[src/rtl/flag_register_if.sv]
// Bus between the 8088 execution unit decode/ALU/stack paths and the FLAGS register.
// The master drives strobes and load data; the slave (flag_register) returns FLAGS state.
interface flag_register_if;
  logic        RSTCF;
  logic        RSTDF;
  logic        RSTIF;
  logic        SETCF;
  logic        SETDF;
  logic        SETIF;
  logic        TOGCF;
  logic        alu_we;
  logic [5:0]  alu_mask;
  logic [5:0]  alu_flags;
  logic        sahf_we;
  logic [7:0]  ah_in;
  logic        popf_we;
  logic [15:0] popf_data;
  logic        int_ack;
  logic        instr_done;
  logic [15:0] flags;
  logic        int_enable;
  logic        trap_req;

  modport master (
    output RSTCF, RSTDF, RSTIF, SETCF, SETDF, SETIF, TOGCF,
    output alu_we, alu_mask, alu_flags, sahf_we, ah_in, popf_we, popf_data,
    output int_ack, instr_done,
    input  flags, int_enable, trap_req
  );

  modport slave (
    input  RSTCF, RSTDF, RSTIF, SETCF, SETDF, SETIF, TOGCF,
    input  alu_we, alu_mask, alu_flags, sahf_we, ah_in, popf_we, popf_data,
    input  int_ack, instr_done,
    output flags, int_enable, trap_req
  );
endinterface

[src/rtl/flag_register.sv]
// 8088 architectural FLAGS register with STI interrupt shadow and single-step trap.
// Optional macro FLAGS_STI_SHADOW_EN enables the one-instruction STI shadow FSM.
module flag_register (
  input  logic             clk,
  input  logic             rst_n,
  flag_register_if.slave   bus
);

  localparam int unsigned CfBit = 0;
  localparam int unsigned TfBit = 8;
  localparam int unsigned IfBit = 9;
  localparam int unsigned DfBit = 10;
  localparam int unsigned OfBit = 11;
  localparam logic [15:0] ResetVal = 16'hF002;

  // FLAGS positions of alu bits 1..4 (PF, AF, ZF, SF); these share SAHF's AH bit positions.
  localparam int unsigned StatPos [4] = '{2, 4, 6, 7};

  logic [15:0] flags_q, flags_d;
  logic        tf_armed_q;
  logic        int_enable;

  // Per-flag priority chains; reserved bits are never written so they keep their reset value.
  always_comb begin
    flags_d = flags_q;

    if (bus.popf_we)                       flags_d[CfBit] = bus.popf_data[CfBit];
    else if (bus.sahf_we)                  flags_d[CfBit] = bus.ah_in[CfBit];
    else if (bus.TOGCF)                    flags_d[CfBit] = ~flags_q[CfBit];
    else if (bus.SETCF)                    flags_d[CfBit] = 1'b1;
    else if (bus.RSTCF)                    flags_d[CfBit] = 1'b0;
    else if (bus.alu_we && bus.alu_mask[0]) flags_d[CfBit] = bus.alu_flags[0];

    for (int i = 1; i < 5; i++) begin
      if (bus.popf_we)                       flags_d[StatPos[i-1]] = bus.popf_data[StatPos[i-1]];
      else if (bus.sahf_we)                  flags_d[StatPos[i-1]] = bus.ah_in[StatPos[i-1]];
      else if (bus.alu_we && bus.alu_mask[i]) flags_d[StatPos[i-1]] = bus.alu_flags[i];
    end

    if (bus.popf_we)                        flags_d[OfBit] = bus.popf_data[OfBit];
    else if (bus.alu_we && bus.alu_mask[5]) flags_d[OfBit] = bus.alu_flags[5];

    if (bus.int_ack)      flags_d[TfBit] = 1'b0;
    else if (bus.popf_we) flags_d[TfBit] = bus.popf_data[TfBit];

    if (bus.int_ack)      flags_d[IfBit] = 1'b0;
    else if (bus.popf_we) flags_d[IfBit] = bus.popf_data[IfBit];
    else if (bus.SETIF)   flags_d[IfBit] = 1'b1;
    else if (bus.RSTIF)   flags_d[IfBit] = 1'b0;

    if (bus.popf_we)      flags_d[DfBit] = bus.popf_data[DfBit];
    else if (bus.SETDF)   flags_d[DfBit] = 1'b1;
    else if (bus.RSTDF)   flags_d[DfBit] = 1'b0;
  end

  always_ff @(posedge clk or negedge rst_n) begin
    if (!rst_n) begin
      flags_q <= ResetVal;
    end else begin
      flags_q <= flags_d;
    end
  end

  // TF is sampled at each boundary so the instruction that sets TF does not itself trap.
  always_ff @(posedge clk or negedge rst_n) begin
    if (!rst_n) begin
      tf_armed_q <= 1'b0;
    end else if (bus.int_ack) begin
      tf_armed_q <= 1'b0;
    end else if (bus.instr_done) begin
      tf_armed_q <= flags_q[TfBit];
    end
  end

`ifdef FLAGS_STI_SHADOW_EN
  typedef enum logic {StIdle, StShadow} sti_state_e;

  sti_state_e state_q, state_d;
  logic       sti_accept;

  assign sti_accept = bus.SETIF && !bus.int_ack && !bus.popf_we;

  always_comb begin
    state_d = state_q;
    case (state_q)
      StIdle: begin
        if (sti_accept && !flags_q[IfBit]) state_d = StShadow;
      end
      StShadow: begin
        // Any boundary seen while in StShadow is necessarily after the entry cycle.
        if (bus.instr_done || bus.RSTIF || bus.int_ack || bus.popf_we) state_d = StIdle;
      end
    endcase
  end

  always_ff @(posedge clk or negedge rst_n) begin
    if (!rst_n) begin
      state_q <= StIdle;
    end else begin
      state_q <= state_d;
    end
  end

  assign int_enable = flags_q[IfBit] && (state_q == StIdle);
`else
  assign int_enable = flags_q[IfBit];
`endif

  assign bus.flags      = flags_q;
  assign bus.int_enable = int_enable;
  assign bus.trap_req   = bus.instr_done & tf_armed_q;

  // Reserved bit positions of the load paths are intentionally ignored.
  logic unused_load_bits;
  assign unused_load_bits = ^{bus.ah_in[5], bus.ah_in[3], bus.ah_in[1],
                              bus.popf_data[15:12], bus.popf_data[5], bus.popf_data[3],
                              bus.popf_data[1]};

endmodule

[src/flat_wrapper.sv]
// flat-port wrapper written by rule: the top's interface ports become plain ports
module flag_register_flat 
  (clk, rst_n, bus_RSTCF, bus_RSTDF, bus_RSTIF, bus_SETCF, bus_SETDF, bus_SETIF, bus_TOGCF, bus_alu_we, bus_alu_mask, bus_alu_flags, bus_sahf_we, bus_ah_in, bus_popf_we, bus_popf_data, bus_int_ack, bus_instr_done, bus_flags, bus_int_enable, bus_trap_req);
  flag_register_if bus_i ();
  input  logic clk;
  input  logic rst_n;
  input wire logic [$bits(bus_i.RSTCF)-1:0] bus_RSTCF;
  input wire logic [$bits(bus_i.RSTDF)-1:0] bus_RSTDF;
  input wire logic [$bits(bus_i.RSTIF)-1:0] bus_RSTIF;
  input wire logic [$bits(bus_i.SETCF)-1:0] bus_SETCF;
  input wire logic [$bits(bus_i.SETDF)-1:0] bus_SETDF;
  input wire logic [$bits(bus_i.SETIF)-1:0] bus_SETIF;
  input wire logic [$bits(bus_i.TOGCF)-1:0] bus_TOGCF;
  input wire logic [$bits(bus_i.alu_we)-1:0] bus_alu_we;
  input wire logic [$bits(bus_i.alu_mask)-1:0] bus_alu_mask;
  input wire logic [$bits(bus_i.alu_flags)-1:0] bus_alu_flags;
  input wire logic [$bits(bus_i.sahf_we)-1:0] bus_sahf_we;
  input wire logic [$bits(bus_i.ah_in)-1:0] bus_ah_in;
  input wire logic [$bits(bus_i.popf_we)-1:0] bus_popf_we;
  input wire logic [$bits(bus_i.popf_data)-1:0] bus_popf_data;
  input wire logic [$bits(bus_i.int_ack)-1:0] bus_int_ack;
  input wire logic [$bits(bus_i.instr_done)-1:0] bus_instr_done;
  output wire logic [$bits(bus_i.flags)-1:0] bus_flags;
  output wire logic [$bits(bus_i.int_enable)-1:0] bus_int_enable;
  output wire logic [$bits(bus_i.trap_req)-1:0] bus_trap_req;
  assign bus_i.RSTCF = bus_RSTCF;
  assign bus_i.RSTDF = bus_RSTDF;
  assign bus_i.RSTIF = bus_RSTIF;
  assign bus_i.SETCF = bus_SETCF;
  assign bus_i.SETDF = bus_SETDF;
  assign bus_i.SETIF = bus_SETIF;
  assign bus_i.TOGCF = bus_TOGCF;
  assign bus_i.alu_we = bus_alu_we;
  assign bus_i.alu_mask = bus_alu_mask;
  assign bus_i.alu_flags = bus_alu_flags;
  assign bus_i.sahf_we = bus_sahf_we;
  assign bus_i.ah_in = bus_ah_in;
  assign bus_i.popf_we = bus_popf_we;
  assign bus_i.popf_data = bus_popf_data;
  assign bus_i.int_ack = bus_int_ack;
  assign bus_i.instr_done = bus_instr_done;
  assign bus_flags = bus_i.flags;
  assign bus_int_enable = bus_i.int_enable;
  assign bus_trap_req = bus_i.trap_req;
  flag_register u_core (.clk(clk), .rst_n(rst_n), .bus(bus_i));
endmodule
[config.mk]
export PLATFORM = sky130hd
export DESIGN_NAME = flag_register_flat
export DESIGN_NICKNAME = d
export VERILOG_FILES = /design/src/rtl/flag_register_if.sv /design/src/rtl/flag_register.sv /design/src/flat_wrapper.sv
export SDC_FILE = /design/constraint.sdc
export NUM_CORES = 1
export LEC_CHECK = 0
export BUFFER_PORTS_ARGS = -buffer_cell sky130_fd_sc_hd__buf_2
export CAP_MARGIN = 10
export CORE_MARGIN = 2
export CORE_UTILIZATION = 30
export DETAILED_ROUTE_END_ITERATION = 16
export GPL_ROUTABILITY_DRIVEN = 1
export GPL_TIMING_DRIVEN = 0
export PLACE_DENSITY = 0.83
export SYNTH_ARGS = -nofsm -noshare
export SYNTH_HDL_FRONTEND = slang
export SYNTH_SLANG_ARGS = --single-unit
[constraint.sdc]
create_clock -name clk -period 1.1 [get_ports clk]
set_clock_uncertainty 0.2 [all_clocks]
set_input_delay 0.055 -clock clk [delete_from_list [all_inputs] [get_ports clk]]
set_output_delay 0.055 -clock clk [all_outputs]
set_load 0.02 [all_outputs]
==> results.txt, run 1 <==
Final critical delay including setup and external delays: 1.21 ns
Area of the mapped netlist: 637 sq um
Max-slew violation count: 0
Startpoint class of the critical path: primary input
Leakage power figure: 0.699 nW
CTS tree: yes
Crit Path Class: primary input to register
Capturing element type of the critical path: register
Top Family by Delay on Critical Path: buffers and inverters
# DRC: 0
Failing checks: hold timing, setup timing
Overall global routing resource usage: 18.4%
Chip width: 50.1 um
Result of the run: finished, violations left
NetSw: 336 uW
Starting Density: 32.1%
Register bit total from synthesis: 10
Final Hold Slack: -0.0958 ns
Final WL: 2240 um
Design Power: 1.19 mW
Register area share after synthesis: 39.3%
Clock Sinks: 10
Arrival time at the worst endpoint: 1.17 ns
Number of placed cells counting well taps: 152
Final HPWL DP: 1410 um
Mapped Avg Cell Area: 8.85 sq um
Fillers: 172
Row count: 16
Ys Warns: 0
PnR worst setup slack: -0.114 ns
Number of H-tree branching levels: 1
Hold path startpoint: bus_ah_in[0]
Initial drt markers: 9
Worst IR drop on VDD: 0.812 mV
Maximum clock insertion buffer count: 2
Final setup violation count: 8
Vias in the first global route: 789
Launch point of the worst path: bus_RSTIF
Die Outline Area: 2510 sq um
Slowest cell on the critical path: dlygate4sd3_1
Total via count after detailed routing: 793
Finished Cell Area: 1320 sq um
Post-DR vias/cell: 4.33
Setup repair after global routing missed its margin: yes
Number of different library cells in the post-synthesis netlist: 18
Largest fanout of any net on the critical path: 1
Top Ports: 68
Cell area after placement: 955 sq um
Total overflow reported by the global router: 0
Die Ht: 50.1 um
Maximum number of pins on one net before global-route repair: 11
Part of the total power dissipated in sequential elements: 35.5%
Utilization of the core after routing: 66.4%
Number of nets with antenna violations after detailed routing: 0
Maximum single-stage delay on the critical path: 0.55 ns
Quantity of I/O buffers inserted on ports: 48
Timing-limited maximum frequency: 824 MHz
Final period util: 110%
Reg-to-reg startpoint: u_core.bus.flags[2]$_DFFE_PN0P_
Final standard cell count with taps included and fillers excluded: 183
Insertion delay to the later sink of the worst-skew pair: 0.26 ns
Worst Path Required: 1.05 ns
Buffers and inverters on the worst path: 2
Final weighted congestion in routability-driven placement: 0.659
Number of buffers added by the clock tree synthesis step: 3
Global-route wire length before repair: 3440 um
Cells after synthesis: 72
Clock tree root driver cell: clkbuf_4
Internal portion of total power: 857 uW
Average detailed-routed wire length per instance: 12.2 um
Worst hold-check path type: primary input to register
Area of the placeable core: 1980 sq um
Signed area change from the synthesized netlist to the final layout: 107%
Clk slew on worst S/H paths: 0.07 ns
Relative contribution of the clock network to total power: 27.4%
Antenna Diode Count: 0
Logic gate share of total power: 37.1%
Final Hold Viols: 16
Place WS: -0.0915 ns
Ratio of cells with drive above 1 in the final layout: 51.3%
Crit path cell chain: dlygate4sd3_1 -> buf_2 -> nand2b_1 -> a221oi_1
Antenna violations before repair: 0
Net count, final: 207
First drt pass iteration count: 4
Power density cells: 906 nW/um^2
Max Cap Viol: 0
Setup TNS: -0.726 ns
Net switching share of the total power: 28.2%
==> area by class of cell <==
class	count	area, sq um	share of cell area (%)
inverters	4	15.0	1.14
well taps	27	33.8	2.57
multi-input cells	52	333	25.3
clock buffers	4	36.3	2.76
repair buffers	75	557	42.3
plain buffers	11	85.1	6.46
flip-flops and latches	10	256	19.5
==> cell families (layout without fill, tap and decap cells) <==
| kind of cell | Yosys count | in the layout | share of synthesized area (%) |
|---|---|---|---|
| AND/OR/NAND/NOR | 20 | 20 | 14.1 |
| flip-flops | 10 | 10 | 39.3 |
| buffers and inverters | 15 | 94 | 15.1 |
| AO/OA/AOI/OAI | 14 | 14 | 12.2 |
| other | 2 | 7 | 1.18 |
| multiplexers | 11 | 11 | 18.1 |
==> final timing paths <==
check | cells past startpoint | slack [ns] | to
hold / removal | 3 | -0.1 | u_core.bus.flags[0]$_DFFE_PN0P_
max in group asynchronous | 2 | 0.50 | u_core.bus.flags[7]$_DFFE_PN0P_
min in group asynchronous | 2 | -0.01 | u_core.tf_armed_q$_DFFE_PN0P_
setup reg to reg | 3 | -0.10 | u_core.bus.flags[2]$_DFFE_PN0P_
hold reg to reg | 2 | 0.34 | u_core.tf_armed_q$_DFFE_PN0P_
setup / recovery | 4 | -0.11 | u_core.bus.flags[9]$_DFFE_PN0P_
==> cell usage in the layout, fill, tap and decap left out <==
cell type	netlist	layout
nor2_1	4	4
buf_6	1	11
clkbuf_8	0	1
a221oi_1	2	2
inv_1	4	4
a21oi_2	0	1
clkbuf_4	0	3
dfrtp_1	10	5
nand3_1	1	1
nand2_1	12	11
nand2_2	0	1
o21ai_0	5	3
buf_4	8	11
dfrtp_2	0	5
nand2b_1	1	1
buf_2	2	41
dlygate4sd3_1	0	23
and2_4	0	1
nor4_2	1	1
mux2i_1	7	7
a21oi_1	3	2
o21ai_1	4	6
conb_1	2	7
mux2_4	0	4
==> power groups by stage <==
stage          Sequential (mW)  Combinational [mW]  Clock (mW)
5_1_grt                  0.428               0.476       0.364
3_5_place_dp             0.427               0.316           0
3_3_place_gp             0.424               0.308           0
4_1_cts                  0.421               0.391       0.341
6_report                 0.424               0.442       0.327
2_1_floorplan            0.463               0.150           0
==> registers in the layout, summed over array words and instances (netlist names) <==
signal	cells
u_core.tf_armed_q	1
u_core.bus.flags	9
==> synth_stat cells (all sizes together) <==
cell,count,share of area [%]
buf,11,13
o21ai,9,7.1
nor2,4,2.4
inv,4,2.4
nor4,1,2.0
and2,1,0.98
mux2,4,7.1
a221oi,2,2.8
a21oi,3,2.4
dfrtp,10,39
nand3,1,0.79
nand2b,1,0.98
conb,2,1.2
nand2,12,7.1
mux2i,7,11
==> worst min-delay path: cells and delay by family <==
| family | cells | cell delay, ns |
|---|---|---|
| buf+inv | 1 | 0.08 |
| compound gates | 2 | 0.20 |
==> repair_timing <==
action,in CTS,in global routing
buffers inserted,1,3
hold endpoints to repair,20,12
endpoints found under the setup margin,7,17
hold buffers,21,2
resized for setup,8,14
==> routing by layer <==
metal / part of all wire, % / up-vias / GRT usage (%)
li1: - / 391 / -
met1: 38 / 354 / 18.5
met2: 53 / 44 / 36.0
met3: 7.6 / 4 / 4.85
met4: 1.4 / 0 / 5.09
met5: 0 / - / 0
(Power assumes the default switching activity.)
==> run 2, diff against run 1 <==
CELL_PAD_IN_SITES_DETAIL_PLACEMENT = 0   (was default)
CELL_PAD_IN_SITES_GLOBAL_PLACEMENT = 1   (was default)
CORE_UTILIZATION = 19   (was 30)
PLACE_DENSITY = 0.82   (was 0.83)
==> run 2 against run 1 <==
  * The flow still finishes with violations (hold timing, setup timing)
  * Worst hold slack worse by 0.030 ns
  * Clock power is 18% lower
  * Die area is 53% higher
  * Core utilization is 27 points lower
  * Sequential share of layout area is 0.55 points higher
  * Sequential cell count stayed put
  * Worst setup slack better by 0.018 ns
  * Highest routed layer is now met3
==> results.txt, run 2 (synthesis gave the netlist of run 1 again) <==
Net count, final: 202
Area occupied by multi-input gates: 330 sq um
Global-route wire length before repair: 2780 um
Largest fanout of any net on the critical path: 2
Final Hold Slack: -0.126 ns
Number of H-tree branching levels: 1
CTS tree: yes
Final HPWL DP: 1400 um
Worst-case register-to-register setup slack: -0.1 ns
Area of the placeable core: 3280 sq um
Destination of the worst hold path: u_core.bus.flags[9]$_DFFE_PN0P_
Launch point of the worst path: u_core.bus.flags[2]$_DFFE_PN0P_
Maximum clock insertion buffer count: 2
Max-slew violation count: 0
Row count: 21
Worst IR drop on VDD: 0.340 mV
Sequential cell area in the final layout: 256 sq um
PnR worst setup slack: -0.0961 ns
Power density cells: 863 nW/um^2
Maximum number of pins on one net before global-route repair: 11
Die Outline Area: 3830 sq um
Crit Path Class: register to register
Antenna violations before repair: 0
Antenna Diode Count: 0
Result of the run: finished, violations left
Clock Sinks: 10
Final setup violation count: 9
Cells on Worst Hold Path: 3
Max FFs per register: 9
Arrival time at the worst endpoint: 1.14 ns
Post-DR vias/cell: 3.76
Utilization of the core after routing: 39.0%
# DRC: 0
Overall global routing resource usage: 9.96%
Fillers: 345
Total via count after detailed routing: 740
Final weighted congestion in routability-driven placement: 0.623
Signed area change from the synthesized netlist to the final layout: 101%
Crit Reg-Reg Endpoint: u_core.bus.flags[2]$_DFFE_PN0P_
Clock tree root driver cell: clkbuf_4
Failing checks: hold timing, setup timing
Number of nets with antenna violations after detailed routing: 0
Worst hold-check path type: primary input to register
Max Cap Viol: 0
Leading cell type in the layout, fill and taps excluded: buf_2
Quantity of I/O buffers inserted on ports: 48
Setup TNS: -0.651 ns
Place WS: -0.104 ns
Final WL: 1990 um
Hold path startpoint: bus_RSTIF
Initial drt markers: 10
Capturing element type of the critical path: register
Worst Path Required: 1.05 ns
Top Ports: 68
Final period util: 109%
First drt pass iteration count: 3
Leakage power figure: 0.670 nW
Ratio of cells with drive above 1 in the final layout: 51.0%
Final critical delay including setup and external delays: 1.20 ns
Starting Density: 19.4%
Chip width: 61.9 um
Reg-to-reg startpoint: u_core.bus.flags[2]$_DFFE_PN0P_
Die Ht: 61.9 um
Top library cells by usage in the layout, fill and taps aside: buf_2, dlygate4sd3_1, nand2_1
Depth of the most critical reg-to-reg path: 3
Final Hold Viols: 18
Startpoint class of the critical path: register
Total overflow reported by the global router: 0
Average detailed-routed wire length per instance: 10.1 um
Number of buffers added by the clock tree synthesis step: 3
Timing-limited maximum frequency: 836 MHz
Setup repair after global routing missed its margin: yes
Clk slew on worst S/H paths: 0.07 ns
Insertion delay to the later sink of the worst-skew pair: 0.26 ns
Vias in the first global route: 702
[run 2: final cells by class]
class / instances / share of cell area (%)
repair buffers: 70 / 39.8
clock buffers: 4 / 2.05
well taps: 46 / 4.50
inverters: 4 / 1.17
multi-input cells: 52 / 25.8
flip-flops and latches: 10 / 20.0
plain buffers: 11 / 6.65
[run 2: worst max-delay path: stages (launching register included)]
cell,delay [ns]
dfrtp_2,0.40
mux2_4,0.25
mux2i_1,0.15
o21ai_1,0.07
[run 2: per-layer routing]
layer  vias up  wire (um)  GRT usage, %
met5         -          0             0
met4         0          0          2.74
met3         0        194          2.90
met2        38        995          18.8
met1       318        800          10.7
li1        384          -             -
[run 2: through the flow]
stage	instances	area (sq um)	hold slack, ns	power [mW]
5_1_grt	197	1280	-0.118	1.20
4_1_cts	193	1220	-0.136	1.09
3_5_place_dp	171	978	-0.260	0.743
3_3_place_gp	171	978	-0.260	0.741
6_report	197	1280	-0.126	1.10
2_1_floorplan	77	681	-0.441	0.613
[run 2: power breakdown]
group          total [mW]  internal, mW  switching (mW)
logic               0.414         0.238           0.176
registers           0.424         0.401          0.0223
clock network       0.267         0.140           0.127
[run 2: worst max-delay path by stage]
stage / endpoint / slack (ns)
finish: u_core.bus.flags[2]$_DFFE_PN0P_ / -0.1
floorplan: u_core.bus.flags[6]$_DFFE_PN0P_ / -0.09
global route: u_core.bus.flags[4]$_DFFE_PN0P_ / -0.14
CTS: u_core.bus.flags[2]$_DFFE_PN0P_ / -0.11
detailed placement: u_core.bus.flags[2]$_DFFE_PN0P_ / -0.10
global placement: u_core.bus.flags[2]$_DFFE_PN0P_ / -0.1
[run 2: repair_timing]
item / in CTS / in global routing
setup buffers: 0 / 3
hold buffers: 18 / 1
endpoints found under the setup margin: 8 / 15
hold endpoints to repair: 20 / 7
cloned: 0 / 0
pin swaps: 0 / 0
gates resized for setup: 10 / 10
==> run 3, diff against run 2 <==
CORE_MARGIN = 10   (was 2)
==> run 3 against run 2 <==
  * The run still ends with hold timing, setup timing left
  * Critical path depth is the same
  * Final cell count is the same
  * Non-clock buffer count grew 2
  * Combinational power grew 4%
  * Critical endpoint unchanged
  * Highest routed layer unchanged
==> results.txt, run 3 (synthesis gave the netlist of run 1 again) <==
Result of the run: finished, violations left
Failing checks: hold timing, setup timing
PnR worst setup slack: -0.117 ns
Number of buffers added by the clock tree synthesis step: 3
Max-slew violation count: 0
Setup repair after global routing missed its margin: yes
Number of buffers inserted for hold repair after clock tree synthesis: 22
Total via count after detailed routing: 763
Number of nets with antenna violations after detailed routing: 0
Leading cell type in the layout, fill and taps excluded: buf_2
Die Outline Area: 6070 sq um
Starting Density: 20.4%
Capturing element type of the critical path: register
Finished Cell Area: 1320 sq um
Largest fanout of any net on the critical path: 2
Signed area change from the synthesized netlist to the final layout: 107%
Max Cap Viol: 0
Depth of the most critical reg-to-reg path: 3
Final Hold Viols: 16
Maximum number of pins on one net before global-route repair: 11
Hold path startpoint: bus_RSTCF
Top library cells by usage in the layout, fill and taps aside: buf_2, dlygate4sd3_1, nand2_1
Antenna violations before repair: 0
Worst hold-check path type: primary input to register
Area of the placeable core: 3130 sq um
Final setup violation count: 8
Reg-to-reg startpoint: u_core.bus.flags[2]$_DFFE_PN0P_
Clock Sinks: 10
Cell area after placement: 976 sq um
Leakage power figure: 0.693 nW
CTS tree: yes
Ratio of cells with drive above 1 in the final layout: 51.0%
Worst-case register-to-register setup slack: -0.12 ns
Die Ht: 77.9 um
Startpoint class of the critical path: register
Chip width: 77.9 um
Clk slew on worst S/H paths: 0.07 ns
Quantity of I/O buffers inserted on ports: 48
Final critical delay including setup and external delays: 1.22 ns
Destination of the worst hold path: u_core.bus.flags[0]$_DFFE_PN0P_
Average detailed-routed wire length per instance: 13.5 um
Insertion delay to the later sink of the worst-skew pair: 0.26 ns
Final HPWL DP: 2020 um
Worst Path Required: 1.05 ns
Power density cells: 904 nW/um^2
Number of H-tree branching levels: 1
Final period util: 111%
Total overflow reported by the global router: 0
Crit Reg-Reg Endpoint: u_core.bus.flags[2]$_DFFE_PN0P_
Initial drt markers: 5
Worst IR drop on VDD: 0.424 mV
Overall global routing resource usage: 8.54%
Final weighted congestion in routability-driven placement: 0.749
Area occupied by multi-input gates: 337 sq um
Vias in the first global route: 863
Cells on Worst Hold Path: 4
Final Hold Slack: -0.108 ns
First drt pass iteration count: 4
Global-route wire length before repair: 4250 um
Sequential cell area in the final layout: 256 sq um
Fillers: 309
Max FFs per register: 9
Antenna Diode Count: 0
Timing-limited maximum frequency: 822 MHz
Maximum clock insertion buffer count: 2
Clock tree root driver cell: clkbuf_4
Post-DR vias/cell: 3.87
Net count, final: 204
Crit Path Class: register to register
Top Ports: 68
Final WL: 2650 um
# DRC: 0
Arrival time at the worst endpoint: 1.17 ns
Row count: 20
Design Power: 1.19 mW
run 3: worst max-delay path, stage by stage, from the launching register on:
cell     delay [ns]
dfrtp_2        0.40
mux2_4         0.25
mux2i_1        0.17
o21ai_1        0.07
run 3: power breakdown:
group	total, mW	leakage, nW	internal, mW	switching [mW]
Clock	0.338	0.0210	0.201	0.137
Sequential	0.425	0.118	0.401	0.0238
Combinational	0.429	0.555	0.245	0.183
Total	1.19	0.693	0.847	0.344
run 3: how the worst max path moves through the flow:
stage	depth (start not counted)	endpoint	slack, ns	startpoint
after floorplan	3	u_core.bus.flags[6]$_DFFE_PN0P_	-0.09	u_core.bus.flags[6]$_DFFE_PN0P_
after global placement	3	u_core.bus.flags[2]$_DFFE_PN0P_	-0.09	u_core.bus.flags[2]$_DFFE_PN0P_
after detailed placement	3	u_core.bus.flags[4]$_DFFE_PN0P_	-0.12	u_core.bus.flags[4]$_DFFE_PN0P_
after CTS	3	u_core.bus.flags[4]$_DFFE_PN0P_	-0.13	u_core.bus.flags[4]$_DFFE_PN0P_
after global routing	3	u_core.bus.flags[7]$_DFFE_PN0P_	-0.15	u_core.bus.flags[7]$_DFFE_PN0P_
final	3	u_core.bus.flags[2]$_DFFE_PN0P_	-0.12	u_core.bus.flags[2]$_DFFE_PN0P_
run 3: per-layer routing:
| metal | routed length (um) | vias to the layer above | track usage [%] |
|---|---|---|---|
| met2 | 1340 | 37 | 15.3 |
| met4 | 0 | 0 | 1.61 |
| li1 | - | 387 | - |
| met3 | 265 | 0 | 4.26 |
| met5 | 0 | - | 0 |
| met1 | 1040 | 339 | 8.86 |
run 3: final cells by class:
cell class                 instances  share of cell area, %
tap                               44                   4.18
clock buffer                       4                   2.75
timing repair buffer              72                   40.5
buffer                            11                   6.46
sequential                        10                   19.5
inverter                           4                   1.14
multi-input combinational         52                   25.5
run 3: stage by stage:
| step | std cells | util (%) | setup TNS, ns | setup WS, ns |
|---|---|---|---|---|
| detailed placement | 169 | 31.2 | -0.409 | -0.119 |
| global placement | 169 | 31.2 | -0.309 | -0.0873 |
| CTS | 195 | 40.2 | -0.740 | -0.129 |
| floorplan | 77 | - | -0.362 | -0.0899 |
| finish | 197 | 42.1 | -0.655 | -0.117 |
| global route | 197 | 42.1 | -1.19 | -0.153 |
run 3: what timing repair did:
item	4_1_cts	5_1_grt
gates cloned	0	0
setup endpoints to repair	8	19
endpoints found under the hold margin	20	16
gates resized for setup	8	14
setup buffers	0	2
